## src/rtl/tx_channel_scheduler.sv

```systemverilog
// Round-robin TX channel scheduler: grants one channel at a time and mirrors the host
// serial line onto that channel's open-drain enable. Optional hold limit: TXSCHED_HOLD_LIMIT_EN.
module tx_channel_scheduler #(
    parameter int NCH       = 22,
    parameter int IDLE_CYC  = 160,
    parameter int START_TO  = 4096,
    parameter int GUARD_CYC = 16,
    parameter int MAX_HOLD  = 65535
) (
    input  logic           CLK,
    input  logic           RST_N,
    input  logic           IN,
    input  logic [NCH-1:0] REQ,
    output logic [NCH-1:0] GRANT,
    output logic [NCH-1:0] OUT_EN,
    output logic           BUSY,
    output logic           ABORT,
    output logic           LED
);
    localparam int          IW         = (NCH > 1) ? $clog2(NCH) : 1;
    localparam logic [15:0] START_LAST = 16'(START_TO - 1);
    localparam logic [15:0] IDLE_LIM   = 16'(IDLE_CYC);
    localparam logic [15:0] GUARD_LAST = 16'(GUARD_CYC - 1);

    typedef enum logic [1:0] {IDLE, WAITSTART, ACTIVE, GUARD} state_t;

    state_t         state_q, state_d;
    logic [1:0]     rst_sync_q, rst_sync_d;
    logic           rst_ni;
    logic           in_meta_q, in_meta_d, ins_q, ins_d;
    logic [15:0]    cnt_q, cnt_d, cnt_inc;
    logic [IW-1:0]  rr_q, rr_d, gidx_q, gidx_d, win_idx;
    logic           win_found;
    logic [NCH-1:0] grant_q, grant_d, out_en_q, out_en_d;
    logic           busy_q, busy_d, led_q, led_d;
`ifdef TXSCHED_HOLD_LIMIT_EN
    localparam logic [15:0] HOLD_LAST = 16'(MAX_HOLD - 1);
    logic [15:0]    hold_q, hold_d;
    logic           abort_q, abort_d;
`endif

    // Reset asserts at once but releases on CLK, so the FSM never sees a runt release.
    assign rst_sync_d = {rst_sync_q[0], 1'b1};
    always_ff @(posedge CLK or negedge RST_N) begin
        if (!RST_N) rst_sync_q <= 2'b00;
        else        rst_sync_q <= rst_sync_d;
    end
    assign rst_ni = rst_sync_q[1];

    assign in_meta_d = IN;
    assign ins_d     = in_meta_q;
    assign cnt_inc   = (cnt_q == 16'hFFFF) ? cnt_q : cnt_q + 16'd1;

    always_comb begin
        win_found = 1'b0;
        win_idx   = '0;
        for (int i = 0; i < NCH; i++) begin
            if (!win_found && REQ[IW'((int'(rr_q) + i) % NCH)]) begin
                win_found = 1'b1;
                win_idx   = IW'((int'(rr_q) + i) % NCH);
            end
        end
    end

    always_comb begin
        state_d = state_q;
        cnt_d   = cnt_q;
        rr_d    = rr_q;
        gidx_d  = gidx_q;
        grant_d = grant_q;
`ifdef TXSCHED_HOLD_LIMIT_EN
        hold_d  = hold_q;
        abort_d = 1'b0;
`endif
        case (state_q)
            IDLE: begin
                if (win_found) begin
                    state_d          = WAITSTART;
                    gidx_d           = win_idx;
                    grant_d          = '0;
                    grant_d[win_idx] = 1'b1;
                    rr_d             = (int'(win_idx) == NCH - 1) ? '0 : win_idx + 1'b1;
                end
            end
            WAITSTART: begin
                // A start bit beats a simultaneous timeout or request drop.
                if (!ins_q)                                   state_d = ACTIVE;
                else if (!REQ[gidx_q] || cnt_q >= START_LAST) state_d = GUARD;
                else                                          cnt_d   = cnt_inc;
            end
            ACTIVE: begin
                cnt_d = ins_q ? cnt_inc : '0;
                if (ins_q && cnt_inc >= IDLE_LIM) state_d = GUARD;
`ifdef TXSCHED_HOLD_LIMIT_EN
                else if (hold_q >= HOLD_LAST) begin
                    state_d = GUARD;
                    abort_d = 1'b1;
                end
                hold_d = (hold_q == 16'hFFFF) ? hold_q : hold_q + 16'd1;
`endif
            end
            GUARD: begin
                if (cnt_q >= GUARD_LAST) state_d = IDLE;
                else                     cnt_d   = cnt_inc;
            end
            default: state_d = IDLE;
        endcase

        if (state_d != state_q) begin
            cnt_d = '0;
`ifdef TXSCHED_HOLD_LIMIT_EN
            hold_d = '0;
`endif
        end
        if (state_d != WAITSTART && state_d != ACTIVE) grant_d = '0;
        out_en_d = (state_d == ACTIVE && !ins_q) ? grant_d : '0;
        busy_d   = (state_d != IDLE);
        led_d    = (state_d != ACTIVE);
    end

    always_ff @(posedge CLK or negedge rst_ni) begin
        if (!rst_ni) begin
            state_q   <= IDLE;
            in_meta_q <= 1'b1;
            ins_q     <= 1'b1;
            cnt_q     <= '0;
            rr_q      <= '0;
            gidx_q    <= '0;
            grant_q   <= '0;
            out_en_q  <= '0;
            busy_q    <= 1'b0;
            led_q     <= 1'b1;
`ifdef TXSCHED_HOLD_LIMIT_EN
            hold_q    <= '0;
            abort_q   <= 1'b0;
`endif
        end else begin
            state_q   <= state_d;
            in_meta_q <= in_meta_d;
            ins_q     <= ins_d;
            cnt_q     <= cnt_d;
            rr_q      <= rr_d;
            gidx_q    <= gidx_d;
            grant_q   <= grant_d;
            out_en_q  <= out_en_d;
            busy_q    <= busy_d;
            led_q     <= led_d;
`ifdef TXSCHED_HOLD_LIMIT_EN
            hold_q    <= hold_d;
            abort_q   <= abort_d;
`endif
        end
    end

    assign GRANT  = grant_q;
    assign OUT_EN = out_en_q;
    assign BUSY   = busy_q;
    assign LED    = led_q;
`ifdef TXSCHED_HOLD_LIMIT_EN
    assign ABORT  = abort_q;
`else
    assign ABORT  = 1'b0;
`endif
endmodule

```

## config.mk

```make
export PLATFORM = sky130hd
export DESIGN_NAME = tx_channel_scheduler
export DESIGN_NICKNAME = d
export VERILOG_FILES = /design/src/rtl/tx_channel_scheduler.sv
export SDC_FILE = /design/constraint.sdc
export NUM_CORES = 1
export LEC_CHECK = 0
export CORE_MARGIN = 1.5
export CORE_UTILIZATION = 30
export DETAILED_ROUTE_END_ITERATION = 7
export GPL_TIMING_DRIVEN = 0
export PLACE_DENSITY = 0.45
export SYNTH_ARGS = -nofsm -noshare
export SYNTH_HDL_FRONTEND = slang
export SYNTH_SLANG_ARGS = --single-unit
```

## constraint.sdc

```tcl
create_clock -name CLK -period 7.25 [get_ports CLK]
set_input_delay 1.0875 -clock CLK [delete_from_list [all_inputs] [get_ports CLK]]
set_output_delay 1.0875 -clock CLK [all_outputs]
set_load 0.05 [all_outputs]
```

# Word-level counts from Yosys, hierarchy flattened
# Index checks and enable logic that the tools add are counted.
dict set report classes {
  n_addsub 23
  mul 0
  div 22
  n_lt_le_gt_ge 28
  n_eq_ne 12
  n_shift 0
  muxes 132
  bitwise 0
  reduce_logical 54
}
# operator count
set ops {}
lappend ops {{modulo 32 x 6 -> 32 bit, second input constant} 21}
lappend ops {{less-than comparator 5 x 7 -> 1 bit, second input constant} 22}
lappend ops {{binary-select mux 1 bit (select 5 bit)} 23}
lappend ops {{two-way mux 5 bit} 23}
lappend ops {{two-way mux 16 bit} 6}
lappend ops {{two-way mux 22 bit} 4}
lappend ops {{two-way mux 1 bit} 68}
lappend ops {{adder 5 x 4 -> 6 bit, second input constant} 8}
lappend ops {{one-hot mux 16 bit (3 select lines)} 1}
lappend ops {{adder 5 x 5 -> 6 bit, second input constant} 6}
lappend ops {{modulo 6 x 6 -> 32 bit, second input constant} 1}
lappend ops {{logical AND 1 bit} 25}
lappend ops {{adder 5 x 3 -> 6 bit, second input constant} 4}
lappend ops {{zero test 1 bit} 23}
lappend ops {{adder 16 x 1 -> 16 bit, second input constant} 1}
lappend ops {{equality test 16 bit, second input constant} 1}
lappend ops {{>= comparator 16 x 12 -> 1 bit, second input constant} 1}
lappend ops {{>= comparator 16 x 4 -> 1 bit, second input constant} 1}
lappend ops {{>= comparator 16 x 8 -> 1 bit, second input constant} 1}
lappend ops {{adder 5 x 2 -> 6 bit, second input constant} 2}
lappend ops {{less-than comparator 5 x 6 -> 1 bit, second input constant} 2}
lappend ops {{two-way mux 2 bit} 5}
lappend ops {{!= test 3 bit, second input constant} 3}
lappend ops {{one-hot mux 2 bit (4 select lines)} 1}
lappend ops {{16 further kinds} 18}
dict set report word_totals {
  reg_bits 78
  latch_bits 0
  ramBits 0
  rom_bits 0
  input_bits 25
  output_inout_bits 47
  memories 0
}

# Logic depth before layout (Yosys ltp)
dict set report logic_depth {
  word_depth 76
  depth_mapped 38
}

# Worst setup path after synthesis
# No wires, ideal clock.
dict set report synth_timing {
  path_type {flip-flop to flip-flop}
  start {reg rr_q[1]}
  end {reg out_en_q[20], in the netlist OUT_EN[20]}
  setup_ps 78
  t_arrival_ps 9005
  t_required_ps 7172
  path_slack_ps -1833
  stages_incl_launch_ff 36
  path_buffers 14
  cell_sequence {dfrtp_1 -> buf_2 -> buf_2 -> buf_2 -> buf_1 -> clkbuf_1 -> clkbuf_1 -> clkbuf_1 -> inv_1 -> ha_1 -> buf_2 -> xnor2_1 -> clkbuf_1 -> clkbuf_1 -> o21ai_0 -> ha_1 -> nor2b_1 -> or4b_2 -> o211ai_1 -> mux2_2 -> and2_1 -> a221oi_1 -> o211ai_1 -> nand3_1 -> clkbuf_1 -> nor2_1 -> nand4_1 -> nor4_2 -> buf_2 -> a31oi_1 -> o22ai_1 -> ha_1 -> or3_1 -> buf_1 -> clkbuf_1 -> a21oi_1}
}
dict set report synth_via {
  elab_chain_cells 76
  elab_cells_between_ends 211
  cone_classes {add/sub: 21; div: 22; order compare: 2; eq/ne: 3; mux: 118; reduce/logical: 45}
}
# element line_no
set synth_lines {}
lappend synth_lines {{start: declaration} 32} ;# logic [IW-1:0] rr_q, rr_d, gidx_q, gidx_d, win_idx;
lappend synth_lines {{start signal: assignment} 142} ;# rr_q <= rr_d;
lappend synth_lines {{parallel branches: the longest is 75 deep, another holds modulo 32 x 6 -> 32 bit} n/a}
lappend synth_lines {{two-way mux 22 bit *} 116} ;# out_en_d = (state_d == ACTIVE && !ins_q) ? grant_d : '0;
lappend synth_lines {{via out_en_d[20]} 34} ;# logic [NCH-1:0] grant_q, grant_d, out_en_q, out_en_d;
lappend synth_lines {{end signal: assignment} 145} ;# out_en_q <= out_en_d;
lappend synth_lines {{end: declaration} 34}
# Mark *: on every way through the listed nets, which the timed path passes. The select of a mux whose other input is x is not followed.
# A chain may end at the register's enable or synchronous reset.

# Worst setup path after layout
dict set report layout_timing {
  start {reg rr_q[2]}
  end {reg out_en_q[0], in the netlist OUT_EN[0]}
}
dict set report layout_via {
  elab_chain_cells 76
  elab_cells_between_ends 211
  cone_classes {add/sub: 21; div: 22; order compare: 2; eq/ne: 3; mux: 118; reduce/logical: 45}
}
# element line_no
set layout_lines {}
lappend layout_lines {{parallel branches: the longest is 67 deep, another holds modulo 32 x 6 -> 32 bit} n/a}
lappend layout_lines {{two-way mux 5 bit *} 58} ;# if (!win_found && REQ[IW'((int'(rr_q) + i) % NCH)]) begin
lappend layout_lines {{via win_idx[1]} 32}
lappend layout_lines {{less-than comparator 5 x 6 -> 1 bit (implied by the code) / >= comparator 5 x 1 -> 1 bit (equally long branches)} 81} ;# grant_d[win_idx] = 1'b1;
lappend layout_lines {{logical AND 1 bit (implied by the code)} 81}
lappend layout_lines {{two-way mux 1 bit (implied by the code)} 81}
lappend layout_lines {{demux 1 bit (select 5 bit) *} 81}
lappend layout_lines {{two-way mux 22 bit *} 77} ;# if (win_found) begin
lappend layout_lines {{two-way mux 22 bit *} 75} ;# case (state_q)
lappend layout_lines {{two-way mux 22 bit *} 115} ;# if (state_d != WAITSTART && state_d != ACTIVE) grant_d = '0;
lappend layout_lines {{two-way mux 22 bit *} 116}
lappend layout_lines {{via out_en_d[0]} 34}
# Marked as above.

==> metrics.md <==
| Metric | Value |
|---|---|
| Outcome | finished clean |
| Final net count | 2,670 |
| CTS Root Buffer Type | clkbuf_16 |
| WL per Instance | 28.76 um |
| Most used cell, CP | ha_4 |
| Rel. slew slack | 0.02256 |
| Critical Path RT | 7.53 ns |
| Clock sinks | roughly 80 |
| Mapped Avg Cell Area | 7.221 um2 |
| Ys flop type | dfrtp_1 |
| Initial Util | 0.3026 |
| GRT busiest layer | met2 |
| Deepest clock path buffer count | 2 |
| GR Util All Layers | 0.3194 |
| Finished layout cell area | around 23,000 um2 |
| ANT cells | 0 |
| Crit end category | flip-flop |
| Worst Path Arrival | between 7 and 8 ns |
| Mux contribution to synthesized area | 0.1203 |
| Netlist cell types | 110 |
| Ports | 72 |
| Hold Crit Class | flip-flop to asynchronous set/reset pin |
| Pre-antenna DRT Iters | 6 |
| Syn Nets | about 2,500 |
| Met2 usage | 0.4845 |
| DP Worst Slack | -3.717 ns |
| # port buffers | 70 |
| Reg clk slew, reported paths | approximately 0.06 ns |
| Global-route wire length before repair | approximately 140 mm |
| Routed WL | about 96 mm |
| RSZ-0062 raised after global routing | yes |
| Antenna violations before repair | 1 |
| Synth-to-layout area growth | 32.43% |
| Adder-cell share of the synthesized area | 0.05815 |
| CTS tree | yes |
| Vias in the first global route | 20,170 |
| Worst-Margin Slew | ~1.4 ns |
| Standard-cell rows | 87 |
| Post-synthesis compound-gate area fraction | 0.3511 |
| Overflow left after global routing | 0 |
| Crit Path Category | flip-flop to flip-flop |
| GR Layer Usage met3 | 0.05948 |
| Ys Warns | 0 |
| Power per Cell Area | roughly 54 nW/um2 |
| Top achievable clock speed | roughly 140 MHz |
| Synth top area share | 0.1104 |
| Synth top cells by count | 222 x nand2_1, 214 x nor2_1, 171 x a21oi_1 |
| Largest net degree at the start of global routing | 65 |
| Max-Cap Viols | 0 |
| Post-synthesis sequential area ratio | 0.1151 |
| Via/cell ratio | ~6.5 |
| Largest family of logic cells by synthesized area | compound AO/OA/AOI/OAI gates |
| Yosys reg bits | 78 |
| Die ar. | between 50,000 and 60,000 um2 |
| Post-route clock period utilization | 0.9879 |
| CTS Buf Count | 9 |
| Slowest CP cell | or4_4 |
| GRT met1 Usage | 0.4238 |
| Hpwl dp | 72.34 mm |
| Antenna viol nets, final | 0 |
| Crit Path Max Fanout | 11 |
| Synthesized cell area | 17,000 um2 |
| Vias | 21,780 |
| Max stage delay on crit path | about 0.56 ns |
| Simple-gate share of the synthesized area | 0.2575 |
| Ys async rst share | 1.000 |
| Iteration-0 DRC Markers | 2,482 |
| Skew-Pair Late Insertion Delay | 0.35 ns |
| CORE AREA | about 56,000 um2 |
| Synth Area in XOR/XNOR | 0.03857 |
| Placed inst area | between 15,000 and 20,000 um2 |
| Post-synth top area cell | dfrtp_1 |
| Min cycle time layout | ~7.2 ns |
| Final Hold Vio Count | 0 |
| Slew Viols, Final | 0 |
| Final WS setup | 0.08807 ns |
| Chip Width | approximately 240 um |
| Clk_skew | between 0.006 and 0.007 ns |
| Finish-stage setup viols | 0 |
| Top area cells in the synthesized netlist | dfrtp_1 11%, mux2i_1 5.8%, ha_1 5.8% |
| Critical path startpoint category | flip-flop |
| Lkg Pwr | between 8 and 9 nW |
| Peak supply drop | ~0.086 mV |
| H-tree depth | 3 |
| Post-Syn Instances | between 2,000 and 2,500 |
| Final GP Congestion | 1.021 |
| Flop2flop setup slack | just under 0.09 ns |
| Share of cells above drive strength 1 | 0.2575 |
| Post-synth EDFFs | 0 |
| # DRC | 0 |
| Die Ht | 241.0 um |
| Most common cell in the netlist | nand2_1 |
-- final timing paths --
kind                                          from                       to  cells after the start
hold reg to reg            rst_sync_q[1]$_DFF_PN0_      GRANT[18]$_DFF_PN0_                      0
min in group CLK           rst_sync_q[0]$_DFF_PN0_  rst_sync_q[1]$_DFF_PN0_                      0
setup reg to reg               rr_q[2]$_DFFE_PN0P_      OUT_EN[0]$_DFF_PN0_                     28
hold / removal             rst_sync_q[1]$_DFF_PN0_      GRANT[18]$_DFF_PN0_                      0
setup / recovery               rr_q[2]$_DFFE_PN0P_      OUT_EN[0]$_DFF_PN0_                     28
max in group asynchronous                    RST_N  rst_sync_q[1]$_DFF_PN0_                      1
-- layer usage --
layer  up-vias  part of all wire
li1       9554                 -
met3       312             0.092
met1     10680              0.41
met5         -           0.00017
met4         2             0.068
met2      1225              0.43
-- kinds of logic (layout without fill, tap and decap cells) --
kind of cell,after synthesis,in the layout
xor+xnor,68,68
fa+ha+maj,79,79
buf+inv,227,444
flops,78,78
other cells,2,2
compound gates,857,857
simple gates,874,874
mux,169,169
-- cells in the final DEF (no fill, tap or decap), types with 17 or more instances in the layout --
cell and instances:
mux2i_1 88, nand2b_1 30, buf_6 27, o31ai_1 23, clkbuf_1 29, a21oi_1 143
or3_1 20, buf_2 18, o2111ai_1 17, a211oi_1 32, nor2b_1 29, dfrtp_1 69
a211o_1 19, o21a_1 20, and2_1 21, clkdlybuf4s50_1 70, o211ai_1 64, nand3_1 71
xnor2_1 36, nor3_1 69, buf_4 154, nand2_1 213, mux2_2 41, a21oi_2 22
ha_4 19, o22ai_1 23, and3_1 25, ha_1 53, a31oi_1 34, mux4_2 23
nor2_1 204, nand4_1 26, o21ai_0 126, inv_1 65
-- sequential cells by signal, indices dropped and copies added, names as in the netlist --
name        flops
BUSY            1
GRANT          22
LED             1
OUT_EN         22
cnt_q          16
gidx_q          5
in_meta_q       1
ins_q           1
rr_q            5
rst_sync_q      2
state_q         2
-- power by group --
part	switching [W]	internal, W	total [W]
Clock	0.000193	0.000285	0.000478
Combinational	0.000191	0.000105	0.000296
Sequential	0.00000288	0.000438	0.000441
Total	0.000387	0.000829	0.00122
-- critical path, delay by kind of cell (launching register included) --
kind | cells | cell delay (ns)
AO/OA/AOI/OAI | 6 | 1.44
adder cells (fa/ha/maj) | 3 | 0.63
buffers and inverters | 8 | 1.12
flip-flops | 1 | 0.52
multiplexers | 1 | 0.31
AND/OR/NAND/NOR | 10 | 3.03
-- timing repair --
item	4_1_cts	5_1_grt
buffers inserted	80	64
endpoints found under the setup margin	74	62
resized for setup	382	172
gates cloned	1	1
pin swaps	54	61
hold buffers	0	0
-- through the flow --
step,setup TNS [ns],utilization,std cells,total power [W],hold slack (ns)
final,0,0.4008,3327,0.001215,0.1724
after global routing,-0.7041,0.4008,3327,0.001258,0.1946
after detailed placement,-239.27,0.3363,3184,0.0007019,0.1762
after floorplan,0,-,2354,0.0005928,0.3312
after CTS,-0.2126,0.3805,3268,0.001208,0.1787
after global placement,-245.69,0.3349,3180,0.0006993,0.3410
-- layout make-up --
type / instances / area, um2
plain buffers: 131 / 1142
multi-input cells: 2049 / 15920
repair buffers: 220 / 1898
clock buffers: 11 / 252.7
flip-flops and latches: 78 / 1971
fillers: 5850 / 33660
well taps: 756 / 945.9
clock inverters: 5 / 56.30
inverters: 77 / 324.1
Note: power is estimated with default switching activity, not from simulation.
==> edit 1, RTL diff (same flow settings) <==
`rr_q` no longer has a reset.
--- a/src/rtl/tx_channel_scheduler.sv
+++ b/src/rtl/tx_channel_scheduler.sv
@@ -125,5 +125,4 @@
             ins_q     <= 1'b1;
             cnt_q     <= '0;
-            rr_q      <= '0;
             gidx_q    <= '0;
             grant_q   <= '0;
@@ -140,5 +139,4 @@
             ins_q     <= ins_d;
             cnt_q     <= cnt_d;
-            rr_q      <= rr_d;
             gidx_q    <= gidx_d;
             grant_q   <= grant_d;
@@ -151,4 +149,8 @@
 `endif
         end
+    end
+
+    always_ff @(posedge CLK) begin
+        rr_q <= rr_d;
     end
 
Function: not settled (the Yosys comparison gave no result); the edit may change what the design does.
==> edit 1 against the original RTL <==
The flow now finishes with violations (max-capacitance violations, max-slew violations); sequential cell count is the same; design area shrank 0.98%; setup slack lost 0.0058 ns; synthesized area is 2.7% lower; power barely moved; cell count is 4.2% lower; wire length down 6.8%; clock power is 11% higher.
==> edit 1: results (changes against the original RTL) <==
Global route
  – Vias in the first global route: 19,540 (-3.1%)
  – Grt met1 use: 40.68% (-1.7 points)
  – M3 GR Usage: 5.586% (-0.36 points)
  – Global-route wire length before repair: 129.8 mm (-5.2%)
  – GRT Total Usage: 30.47% (-1.5 points)
  – Initial antenna violation count: 5 (+4)
  – GR met2 Demand/Resource: 45.64% (-2.8 points)
  – Largest net degree at the start of global routing: 59 (-9.2%)

Routing
  – Vias per std cell: 6.551 (about the same)
  – Drt initial violations: 2,230 (-10%)
  – DR vias: 20,890 (-4.1%)
  – Routed WL: 89.18 mm (-6.8%)
  – Post-route ant nets: 0 (unchanged)
  – Pre-antenna DRT Iters: 5 (-1)

Placement
  – Port bufs: 70 (unchanged)
  – Post-DP HPWL: 65.17 mm (-9.9%)
  – GPL Wtd Cong: 1.024 (+0.28%)
  – Placed Cells incl. Taps: 3,016 (-5.3%)
  – Placed inst area: 18,390 um^2 (-2.7%)

Power
  – Max VDD drop: 0.1560 mV (+81%)
  – Static Leak: 8.601 nW (-1.8%)

CTS
  – Clk pin slew, worst setup/hold paths: 0.06 ns (about the same)
  – Clock tree root buffer cell: clkbuf_16
  – Clock latency on the worst-skew pair: 0.35 ns (about the same)
  – Clk buf depth: 2 (unchanged)

Setup path
  – CP max stage cell: or4_1
  – Critical Path Fanout Max: 11 (unchanged)
  – R2R depth: 30 (+7.1%)
  – CP max stage delay: 0.61 ns (+0.05 ns)
  – Crit path DAT: 7.42 ns (-0.02 ns)

Logic synthesis
  – Number of flops mapped to enable cells by yosys: 5 (+5)
  – Async set or reset register ratio after synthesis: 93.59% (-6.4 points)
  – Netlist cell types: 119 (+8.2%)
  – Syn nets: 2,350 (-4.4%)
  – Synth Warn #: 0 (unchanged)
  – Synth top area cells: dfrtp_1 11%, ha_1 6.0%, mux2i_1 5.9%, a21oi_1 5.4%, o21ai_0 4.5%
  – Seq/Total Area, Yosys: 11.98% (+0.47 points)
  – Commonest cells in the netlist: 183 x nand2_1, 180 x a21oi_1, 173 x nor2_1, 150 x o21ai_0, 98 x mux2i_1
  – Cell count after synthesis: 2,246 (-4.6%)

STA
  – Max_slew headroom: -3.400% (-5.7 points)
  – Setup-failing EPs final: 0 (unchanged)
  – Final Skew: 0.009183 ns (+0.002512 ns)
  – Slew Limit Fails: 9 (+9)

Finish
  – Share of layout cells above drive strength 1: 26.75% (+1.0 points)
  – Final #Nets: 2,589 (-3.0%)

Outcome
  – Status: finished, violations left
  – Failing checks: max-capacitance violations, max-slew violations

Job
  – Max-cap violations: 1 (+1)

Hold path
  – HP Class: flop to async pin
## edit 1: cell count changes after synthesis, sizes merged, moves of 10 or more
cell    unedited run  this run
a21oi            173       184
a311o             13         3
clkbuf            75        64
nand2            223       184
nand2b            34        44
nand3             76        90
nor2             214       173
o211ai            64        47
o31ai             27        17
o32ai             12        31
or4               22         8
## edit 1: cell families after synthesis
logic type,count (synthesis),synth area share (%)
AO/OA/AOI/OAI,824,34.73
XOR/XNOR,65,3.874
adder cells (fa/ha/maj),79,5.978
buffers and inverters,224,6.008
flip-flops,78,11.98
multiplexers,167,12.35
other,2,0.04542
AND/OR/NAND/NOR,807,25.04
## edit 1: path summary, 6_finish.rpt
kind	slack [ns]	from	endpoint
worst max register to register	0.08	rr_q[2]	GRANT[6]
worst min-delay path	0.18	rst_sync_q[1]	cnt_q[2]
max in group asynchronous	6.22	RST_N	rst_sync_q[1]
worst min register to register	0.18	rst_sync_q[1]	cnt_q[2]
min in group CLK	0.35	rst_sync_q[0]	rst_sync_q[1]
worst max-delay path	0.08	rr_q[2]	GRANT[6]
## edit 1: stage by stage
stage          setup slack (ns)   TNS [ns]
2_1_floorplan         -0.005115  -0.005115
3_3_place_gp             -3.926    -280.27
3_5_place_dp             -3.964    -275.92
4_1_cts               0.0001510          0
5_1_grt                -0.02111   -0.04525
6_report                0.08229          0
## edit 1: area by class of cell
class / count / area (um^2)
Fill cell: 5554 / 31840
Multi-Input combinational cell: 1944 / 15440
Timing Repair Buffer: 243 / 2143
Sequential cell: 78 / 1984
Buffer: 124 / 1136
Tap cell: 696 / 870.8
Inverter: 85 / 365.4
Clock buffer: 12 / 246.5
Clock inverter: 4 / 95.09
Antenna cell: 2 / 5.005
## edit 1: metal layers
metal,wire length (um),part of all wire (%)
met5,22,0.025
met4,5920,6.6
met3,8303,9.3
met2,37330,42
met1,37600,42
## edit 1: power by group
group	leakage (nW)	total, W	switching, W	internal (W)
Sequential	1.01	0.000447	0.00000351	0.000444
Combinational	7.43	0.000238	0.000154	0.0000840
Clock	0.167	0.000530	0.000184	0.000346
## edit 1: what timing repair did
item	CTS	global route
buffers inserted	115	53
endpoints found under the setup margin	79	72
cloned	1	0
pin swaps	66	57
resized for setup	377	150
## edit 1: critical path: cells and delay by family, from the launching register on
kind / cells / cell delay (ns)
xor+xnor: 1 / 0.21
fa+ha+maj: 3 / 0.83
compound gates: 8 / 2.58
simple gates: 9 / 1.75
flops: 1 / 0.34
buf+inv: 9 / 1.33
==> edit 2, RTL diff (same flow settings) <==
Without the edit above. The option `TXSCHED_HOLD_LIMIT_EN` is turned on by a define.
--- a/src/rtl/tx_channel_scheduler.sv
+++ b/src/rtl/tx_channel_scheduler.sv
@@ -1,4 +1,6 @@
 // Round-robin TX channel scheduler: grants one channel at a time and mirrors the host
 // serial line onto that channel's open-drain enable. Optional hold limit: TXSCHED_HOLD_LIMIT_EN.
+`define TXSCHED_HOLD_LIMIT_EN
+
 module tx_channel_scheduler #(
     parameter int NCH       = 22,
Check against the original RTL: not settled (the Yosys comparison gave no result); the edit may change what the design does.
==> edit 2 against the original RTL <==
The run now ends with max-capacitance violations, max-slew violations left; global-route usage shrank 2.1 points; setup slack improved by 0.012 ns; sequential cell count is 17 higher; wire length increased by 0.58%; synthesized cell count is 1.9% higher; non-clock buffer count fell by 3; die area up 6.5%; first-iteration DRC count is 7.8% lower; synthesized area is 6.6% higher; via count grew 0.50%; power increased by 17%; design area increased by 3.2%.
==> edit 2: results (changes against the original RTL) <==
Global route
  – Global-route wire length before repair: 139.6 mm (+2.0%)
  – Largest net degree at the start of global routing: 57 (-12%)
  – GRT Total Usage: 29.88% (-2.1 points)
  – Vias in the first global route: 20,690 (+2.6%)

Placement
  – Post-DP HPWL: 73.60 mm (+1.7%)
  – GPL Wtd Cong: 0.9866 (-3.4%)
  – Placed inst area: 20,010 um^2 (+5.9%)

Routing
  – Vias per std cell: 6.476 (-1.0%)
  – Drt initial violations: 2,288 (-7.8%)

STA
  – Slew Limit Fails: 10 (+10)
  – Worst-Margin Slew: 1.501 ns (+0.07607 ns)

Logic synthesis
  – Seq/Total Area, Yosys: 13.14% (+1.6 points)
  – Netlist cell types: 131 (+19%)
  – Synth top area cells: dfrtp_1 13%, ha_1 5.5%, nand2_1 5.0%, mux2i_1 4.6%, nor2_1 4.5%
  – Commonest cells in the netlist: 242 x nand2_1, 218 x nor2_1, 149 x a21oi_1, 112 x o21ai_0, 92 x dfrtp_1

Setup path
  – CP max stage cell: or4b_4
  – Crit Reg-Reg Startpoint: rr_q[0]
  – R2R depth: 31 (+11%)
  – Reg-to-reg endpoint: OUT_EN[3]

Power
  – Max VDD drop: 0.1004 mV (+16%)
  – Static Leak: 8.890 nW (+1.5%)

Job
  – Max-cap violations: 1 (+1)

Outcome
  – Status: finished, violations left
  – Failing checks: max-capacitance violations, max-slew violations

Finish
  – Final #Nets: 2,703 (+1.2%)
  – Number of fill cells in the layout: 6,181 (+5.7%)
  – Share of layout cells above drive strength 1: 24.50% (-1.2 points)

Die
  – Core area: 59,350 um^2 (+5.7%)
## edit 2: layout make-up
type | count | share of cell area, %
plain buffers | 144 | 4.752
clock buffers | 10 | 1.029
flip-flops and latches | 95 | 10.30
multi-input cells | 2066 | 69.80
repair buffers | 204 | 7.883
well taps | 773 | 4.165
inverters | 79 | 1.455
clock inverters | 6 | 0.5927
diodes | 2 | 0.02155
## edit 2: worst min-delay path by stage
stage	endpoint	cells after the start	start
2_1_floorplan	rst_sync_q[1]	0	rst_sync_q[0]
3_3_place_gp	rst_sync_q[1]	0	rst_sync_q[0]
3_5_place_dp	BUSY	0	rst_sync_q[1]
4_1_cts	BUSY	0	rst_sync_q[1]
5_1_grt	ins_q	0	in_meta_q
6_report	OUT_EN[12]	0	rst_sync_q[1]
## edit 2: per-layer routing
layer	part of all wire (%)	GRT usage (%)
met4	5.1	13.53
met2	44	47.07
met3	8.6	5.758
met5	0	0
met1	42	39.42
## edit 2: worst max-delay path: cells and delay by family, from the launching register on
family                   cells  cell delay, ns
AO/OA/AOI/OAI                9            1.79
buffers and inverters        9            1.28
flip-flops                   1            0.48
AND/OR/NAND/NOR             10            2.70
adder cells (fa/ha/maj)      3            0.77
## edit 2: what timing repair did
item | CTS | global route
buffers inserted | 91 | 37
setup endpoints to repair | 89 | 80
resized for setup | 298 | 130
pin swaps | 48 | 42
cloned | 0 | 2
## edit 2: power by group through the flow
stage	Sequential, W	Combinational, W	Clock [W]
after floorplan	0.000552	0.000138	0
after global placement	0.000555	0.000241	0
after detailed placement	0.000550	0.000249	0
after CTS	0.000539	0.000274	0.000615
after global routing	0.000540	0.000303	0.000639
final	0.000539	0.000293	0.000595
## edit 2: cells by family (layout without fill, tap and decap cells)
| family | after synthesis | after routing | synth area share (%) |
|---|---|---|---|
| and+or+nand+nor | 878 | 878 | 24.46 |
| adders and majority gates | 79 | 79 | 5.455 |
| xor gates and xnor gates | 79 | 79 | 4.440 |
| buffers and inverters | 238 | 443 | 6.160 |
| AOI/OAI and AO/OA | 871 | 871 | 35.05 |
| DFF | 95 | 95 | 13.14 |
| muxes | 158 | 158 | 11.28 |
| other | 1 | 3 | 0.02070 |
## edit 2: through the flow
stage               std cells  hold WS, ns  worst slack, ns  TNS (ns)  util (%)
global placement         3243       0.3329           -2.894   -189.77     33.61
detailed placement       3246       0.3382           -3.008   -193.23     33.71
finish                   3379       0.3234           0.1005         0     39.13
global route             3379       0.3615         -0.04840   -0.2065     39.13
CTS                      3347       0.3456          -0.2074    -1.513     37.85
floorplan                2399       0.3312         0.005394         0         -
